===== src/rtl/rgb_pipe_delay.sv =====
// Fixed-latency RGB/sync delay line: DEPTH ce-gated register stages carrying a
// pixel word {r,g,b,de,hs,vs}, plus a saturating fill counter that drives q_valid.

module rgb_pipe_stage #(
  parameter int W = 15
) (
  input  logic         clk,
  input  logic         reset,
  input  logic         ce,
  input  logic [W-1:0] rst_val,
  input  logic [W-1:0] d,
  output logic [W-1:0] q
);
  logic [W-1:0] pix_d, pix_q;

  always_comb begin
    pix_d = pix_q;
    if (ce) pix_d = d;
  end

  always_ff @(posedge clk) begin
    if (reset) pix_q <= rst_val;
    else       pix_q <= pix_d;
  end

  assign q = pix_q;
endmodule

module rgb_pipe_delay #(
  parameter int COLOR_W     = 4,
  parameter int DEPTH       = 2,
  parameter int BLANK_BLACK = 1,
  parameter int SYNC_ACTIVE = 0
) (
  input  logic               clk,
  input  logic               reset,
  input  logic               ce,
  input  logic [COLOR_W-1:0] d_r,
  input  logic [COLOR_W-1:0] d_g,
  input  logic [COLOR_W-1:0] d_b,
  input  logic               d_de,
  input  logic               d_hs,
  input  logic               d_vs,
  output logic [COLOR_W-1:0] q_r,
  output logic [COLOR_W-1:0] q_g,
  output logic [COLOR_W-1:0] q_b,
  output logic               q_de,
  output logic               q_hs,
  output logic               q_vs,
  output logic               q_valid
);
  if (DEPTH < 1 || DEPTH > 16) begin : g_bad_depth
    $error("rgb_pipe_delay: DEPTH=%0d outside legal range 1..16", DEPTH);
  end
  if (COLOR_W < 1 || COLOR_W > 8) begin : g_bad_color_w
    $error("rgb_pipe_delay: COLOR_W=%0d outside legal range 1..8", COLOR_W);
  end

  localparam int   PIX_W   = 3*COLOR_W + 3;
  localparam int   CNT_W   = $clog2(DEPTH + 1);
  localparam logic SYNC_IN = (SYNC_ACTIVE == 0) ? 1'b1 : 1'b0;

  typedef struct packed {
    logic [COLOR_W-1:0] r;
    logic [COLOR_W-1:0] g;
    logic [COLOR_W-1:0] b;
    logic               de;
    logic               hs;
    logic               vs;
  } pix_t;

  pix_t in_pix, rst_pix, out_pix;
  logic [DEPTH:0][PIX_W-1:0] chain;

  // Blanking happens before stage 0 so every stage holds exactly what leaves the block.
  always_comb begin
    in_pix    = '{r: d_r, g: d_g, b: d_b, de: d_de, hs: d_hs, vs: d_vs};
    if (BLANK_BLACK != 0 && !d_de) begin
      in_pix.r = '0;
      in_pix.g = '0;
      in_pix.b = '0;
    end
    rst_pix   = '{r: '0, g: '0, b: '0, de: 1'b0, hs: SYNC_IN, vs: SYNC_IN};
  end

  assign chain[0] = in_pix;

  for (genvar k = 0; k < DEPTH; k++) begin : g_stage
    rgb_pipe_stage #(.W(PIX_W)) u_stage (
      .clk    (clk),
      .reset  (reset),
      .ce     (ce),
      .rst_val(rst_pix),
      .d      (chain[k]),
      .q      (chain[k+1])
    );
  end

  assign out_pix = pix_t'(chain[DEPTH]);
  assign q_r  = out_pix.r;
  assign q_g  = out_pix.g;
  assign q_b  = out_pix.b;
  assign q_de = out_pix.de;
  assign q_hs = out_pix.hs;
  assign q_vs = out_pix.vs;

  // Counts ce edges since reset, sticking at DEPTH once the pipe is primed.
  logic [CNT_W-1:0] fill_cnt_d, fill_cnt_q;

  always_comb begin
    fill_cnt_d = fill_cnt_q;
    if (ce && fill_cnt_q != CNT_W'(DEPTH)) fill_cnt_d = fill_cnt_q + 1'b1;
  end

  always_ff @(posedge clk) begin
    if (reset) fill_cnt_q <= '0;
    else       fill_cnt_q <= fill_cnt_d;
  end

  assign q_valid = (fill_cnt_q == CNT_W'(DEPTH));
endmodule


===== config.mk =====
export PLATFORM = sky130hd
export DESIGN_NAME = rgb_pipe_delay
export DESIGN_NICKNAME = d
export VERILOG_FILES = /design/src/rtl/rgb_pipe_delay.sv
export SDC_FILE = /design/constraint.sdc
export NUM_CORES = 1
export LEC_CHECK = 0
export ABC_CLOCK_PERIOD_IN_PS = 4000
export CAP_MARGIN = 20
export CORE_AREA = 2 2 76 78
export CTS_CLUSTER_DIAMETER = 150
export DETAILED_ROUTE_END_ITERATION = 10
export DIE_AREA = 0 0 78 80
export PLACE_DENSITY = 0.55
export SYNTH_ARGS = -nofsm -noshare
export SYNTH_HDL_FRONTEND = slang
export SYNTH_HIERARCHICAL = 1
export SYNTH_SLANG_ARGS = --single-unit

===== constraint.sdc =====
create_clock -name clk -period 4 [get_ports clk]
set_clock_uncertainty 0.2 [all_clocks]
set_input_delay 1.2 -clock clk [delete_from_list [all_inputs] [get_ports clk]]
set_output_delay 1.2 -clock clk [all_outputs]
set_load 0.005 [all_outputs]

== After elaboration in Yosys (flattened, before gate mapping) ==
Index checks and enable logic that the tools add are counted.
W data, S select, Z words.
Operators by class
  mux-type cells: 1
  equal/unequal tests: 2
  $add $sub $neg: 1
  reductions and logical operators: 1
Operators with widths (number)
  $mux W12: 1
  $add A2 B1 Y2 const B: 1
  $eq A2 B2 Y1 const B: 1
  $ne A2 B2 Y1 const B: 1
  $logic_and A1 B1 Y1: 1
Storage, ports and cells
  bits in registers: 32
  logic and storage cells: 8
  output and inout port bits: 16
  input port bits: 18

== Depth between registers and ports, before layout ==
  word-level depth: 2
  mapped depth: 4
  mapped depth without buffers: 4

== Cells and area by module ==
The synthesis kept the hierarchy.
By module, submodules not included
  rgb_pipe_stage: cells each 33, area an instance 690.7 sq um, sequential area each 450.4 sq um, instances 2
  rgb_pipe_delay: cells each 26, area an instance 207.7 sq um, sequential area each 40.0 sq um, instances 1

== Worst setup path after synthesis ==
No wires, ideal clock.
  path kind: input to register
  start point: in reset
  end point: reg g_stage[0].u_stage.pix_q[0] (enable)
  library setup time: 0.368 ns
  buffers on the path: 2
  data required time: 3.432 ns
  stages on the path: 3
  arrival time: 1.840 ns
  path slack: 1.592 ns
  path through: buf_6 > buf_12 > or2_1
RTL lines
  start: declaration: RTL line 36  | input logic reset,
  end signal: assignment: RTL line 22  | if (reset) pix_q <= rst_val;
  end signal: assignment: RTL line 23  | else pix_q <= pix_d;
  end: declaration: RTL line 14  | logic [W-1:0] pix_d, pix_q;
No word-level cell between the ends.

== Worst setup path after layout ==
  start point: reg fill_cnt_q[0]
  end point: out q_valid
Between the ends
  longest elaborated chain between the ends: 1
RTL lines
  start: declaration: RTL line 108  | logic [CNT_W-1:0] fill_cnt_d, fill_cnt_q;
  start signal: assignment: RTL line 117  | else fill_cnt_q <= fill_cnt_d;
  $eq A2 B2 Y1: RTL line 120  | assign q_valid = (fill_cnt_q == CNT_W'(DEPTH));
  end: declaration: RTL line 50  | output logic q_valid
Every way passes these cells.

==> flow_summary_export.csv <==
group,metric,value,unit
cts,post_cts_buffers,0,
timing,finalMaxSlewViolations,0,
layout,area_delta_synth_final,34.17,%
synth,yosysTopAreaCell,"edfxtp_1",
detailed_routing,routed-wl-met2,1153,µm
cts,cts.reportedPaths.clkPinSlew,0.06,ns
grt,grt_pass1_wl,3988,µm
synth,synthCells,92,
critical_path,required,2.60,ns
timing,grt_setup_unrepaired,"no",
detailed_routing,wl_per_cell,10.08,µm
detailed_routing,wl_met3,209,µm
detailed_routing,drt_iter0_markers,12,
layout,n_antenna_cell,0,
synth,yosysMostFrequentCell,"edfxtp_1",
grt,first_global_vias,917,
timing,post-route-period-util,69.64,%
critical_path,worst_setup_path_start_kind,"register",
outcome,run_status,"finished, final reports clean",
synth,yosysWarnings,6,
die,dieHeight,80,µm
timing,maxSlewHeadroom,58.99,%
critical_path,critPathMaxFanout,3,
detailed_routing,drcViolationCount,0,
placement,dpl.hpwl,1810,µm
die,io_pins,34,
power_and_ir_drop,leakagePower,0.8762,nW
cts,insertion_delay,0.28,ns
layout,finalNonFillerCells,229,
die,die_width,78,µm
detailed_routing,firstDrtPassIters,2,
timing,tightest_slew,0.6152,ns
placement,place.gp.congestion,0.6331,
layout,drive_above_1_share,26.75,%
detailed_routing,num_vias,847,
critical_path,setup.worst_path.class,"reg2out",
placement,placed_area,2049,µm²
placement,portBuffers,33,
placement,dpl_worst_slack,1.197,ns
synth,async_flop_share,0,%
cts,clockRootBuffer,"clkbuf_8",
timing,fmax,0.3590,GHz
detailed_routing,vias_per_cell,3.699,
min_path,holdPathStages,1,
layout,fin_util,39.44,%
grt,grt_antenna_before_repair,0,
synth,netlist_top_cells_count,"30 x edfxtp_1, 20 x mux2_4, 12 x and2_1, 12 x mux2_2",
critical_path,crit_buf_inv,2,
synth,synth_edf_count,30,
timing,final_hold_viol_count,0,
layout,final_area,2132,µm²
min_path,hp-class,"reg2reg",
die,start_util,29.40,%
critical_path,rr_worst_depth,4,
detailed_routing,final_antenna_net_count,0,
power_and_ir_drop,power-per-cell-area,364.3,nW/µm²
synth,ys_types,15,
synth,syn_area,1589,µm²
die,core,5405,µm²
critical_path,crit_chain,"inv_1 -> ha_1 -> clkdlybuf4s50_1",
timing,timing.final.ws_setup,1.214,ns
placement,place_inst,221,
power_and_ir_drop,total_power,776.6,µW
detailed_routing,dr.max_layer_used,"met4",
detailed_routing,drt-met1-wl,900,µm
timing,period_needed,2.786,ns
critical_path,crit_family,"buffers and inverters",
cts,postCtsHoldBufs,0,
synth,synth_flop_cell,"edfxtp_1",
critical_path,crit_cells,3,
synth,ys_seq_area_share,59.21,%
grt,grt_start_max_net_pins,21,
cts,cts-resized-gates,0,
critical_path,cp.arrival,1.39,ns
grt,gr-usage-all-layers,8.360,%
power_and_ir_drop,ir_drop,170.1,µV
cts,cts.path.max_buffers,2,
timing,hold-worst-slack,0.3499,ns
detailed_routing,totalWireLength,2308,µm
cts,cts_htree_levels,2,
critical_path,critPathCaptureType,"primary output",
cts,cts_buffers,5,
job,drv_cap,0,
cts,numClockSinks,32,
timing,setup_tns,0,ns
grt,grt-ovfl-total,0,
critical_path,cp_slowest_cell,"clkdlybuf4s50_1",
die,num_rows,27,
synth,synth_top_area_share,56.69,%
synth,synth_area_leaders,"edfxtp_1 57%, mux2_4 19%, mux2_2 8.5%",
synth,ys_ff_latch,32,
die,die_area,6240,µm²
critical_path,slowest_delay,0.52,ns
timing,finalSetupViolCount,0,
synth,synth_area_per_cell,17.27,µm²
cts,cts_tree,"yes",
layout,nets,175,
[cells in the final DEF (no fill, tap or decap), drive strengths merged]
cell type / count
and2: 12
clkinv: 3
ha: 1
mux2: 32
inv: 1
or2: 2
buf: 2
nor2: 2
edfxtp: 30
conb: 30
dfxtp: 2
clkdlybuf4s50: 32
nor2b: 3
clkbuf: 5
[layout make-up]
class / count / area, µm²
Clock buffer: 5 / 68.82
Clock inverter: 3 / 13.76
Fill cell: 547 / 3273
Inverter: 1 / 3.754
Multi-Input combinational cell: 82 / 681.9
Sequential cell: 32 / 940.9
Tap cell: 72 / 90.09
Timing Repair Buffer: 34 / 332.8
[layer usage]
metal  up-vias  global-route usage (%)
li1        430                       -
met1       387                   8.767
met2        24                   14.14
met3         6                   4.186
met4         0                   3.684
met5         -                       0
[path summary, 6_finish.rpt]
check                                 end  slack (ns)               startpoint
setup / recovery                  q_valid        1.21            fill_cnt_q[0]
hold / removal    g_stage[1].u_stage/q[8]        0.35  g_stage[0].u_stage/q[8]
hold reg to reg   g_stage[1].u_stage/q[8]        0.35  g_stage[0].u_stage/q[8]
setup reg to reg            fill_cnt_q[0]        2.61            fill_cnt_q[0]
[state kept, by name, summed over array words and instances, names as in the netlist]
register,count
g_stage.u_stage/q,30
fill_cnt_q,2
[report_power, final]
part / total, mW / leakage (nW) / switching [mW] / internal [mW]
clock: 0.225 / 0.0453 / 0.108 / 0.118
combinational: 0.131 / 0.505 / 0.0418 / 0.0887
sequential: 0.421 / 0.326 / 0.0101 / 0.411
total: 0.777 / 0.876 / 0.160 / 0.617
[cell families after synthesis]
kind of cell	Yosys count	share of synthesized area, %
adder cells (fa/ha/maj)	1	0.7873
buffers and inverters	6	4.488
flip-flops	32	59.21
multiplexers	32	27.40
other	2	0.4726
AND/OR/NAND/NOR	19	7.637
No activity file was read; power rests on OpenSTA's default activity.
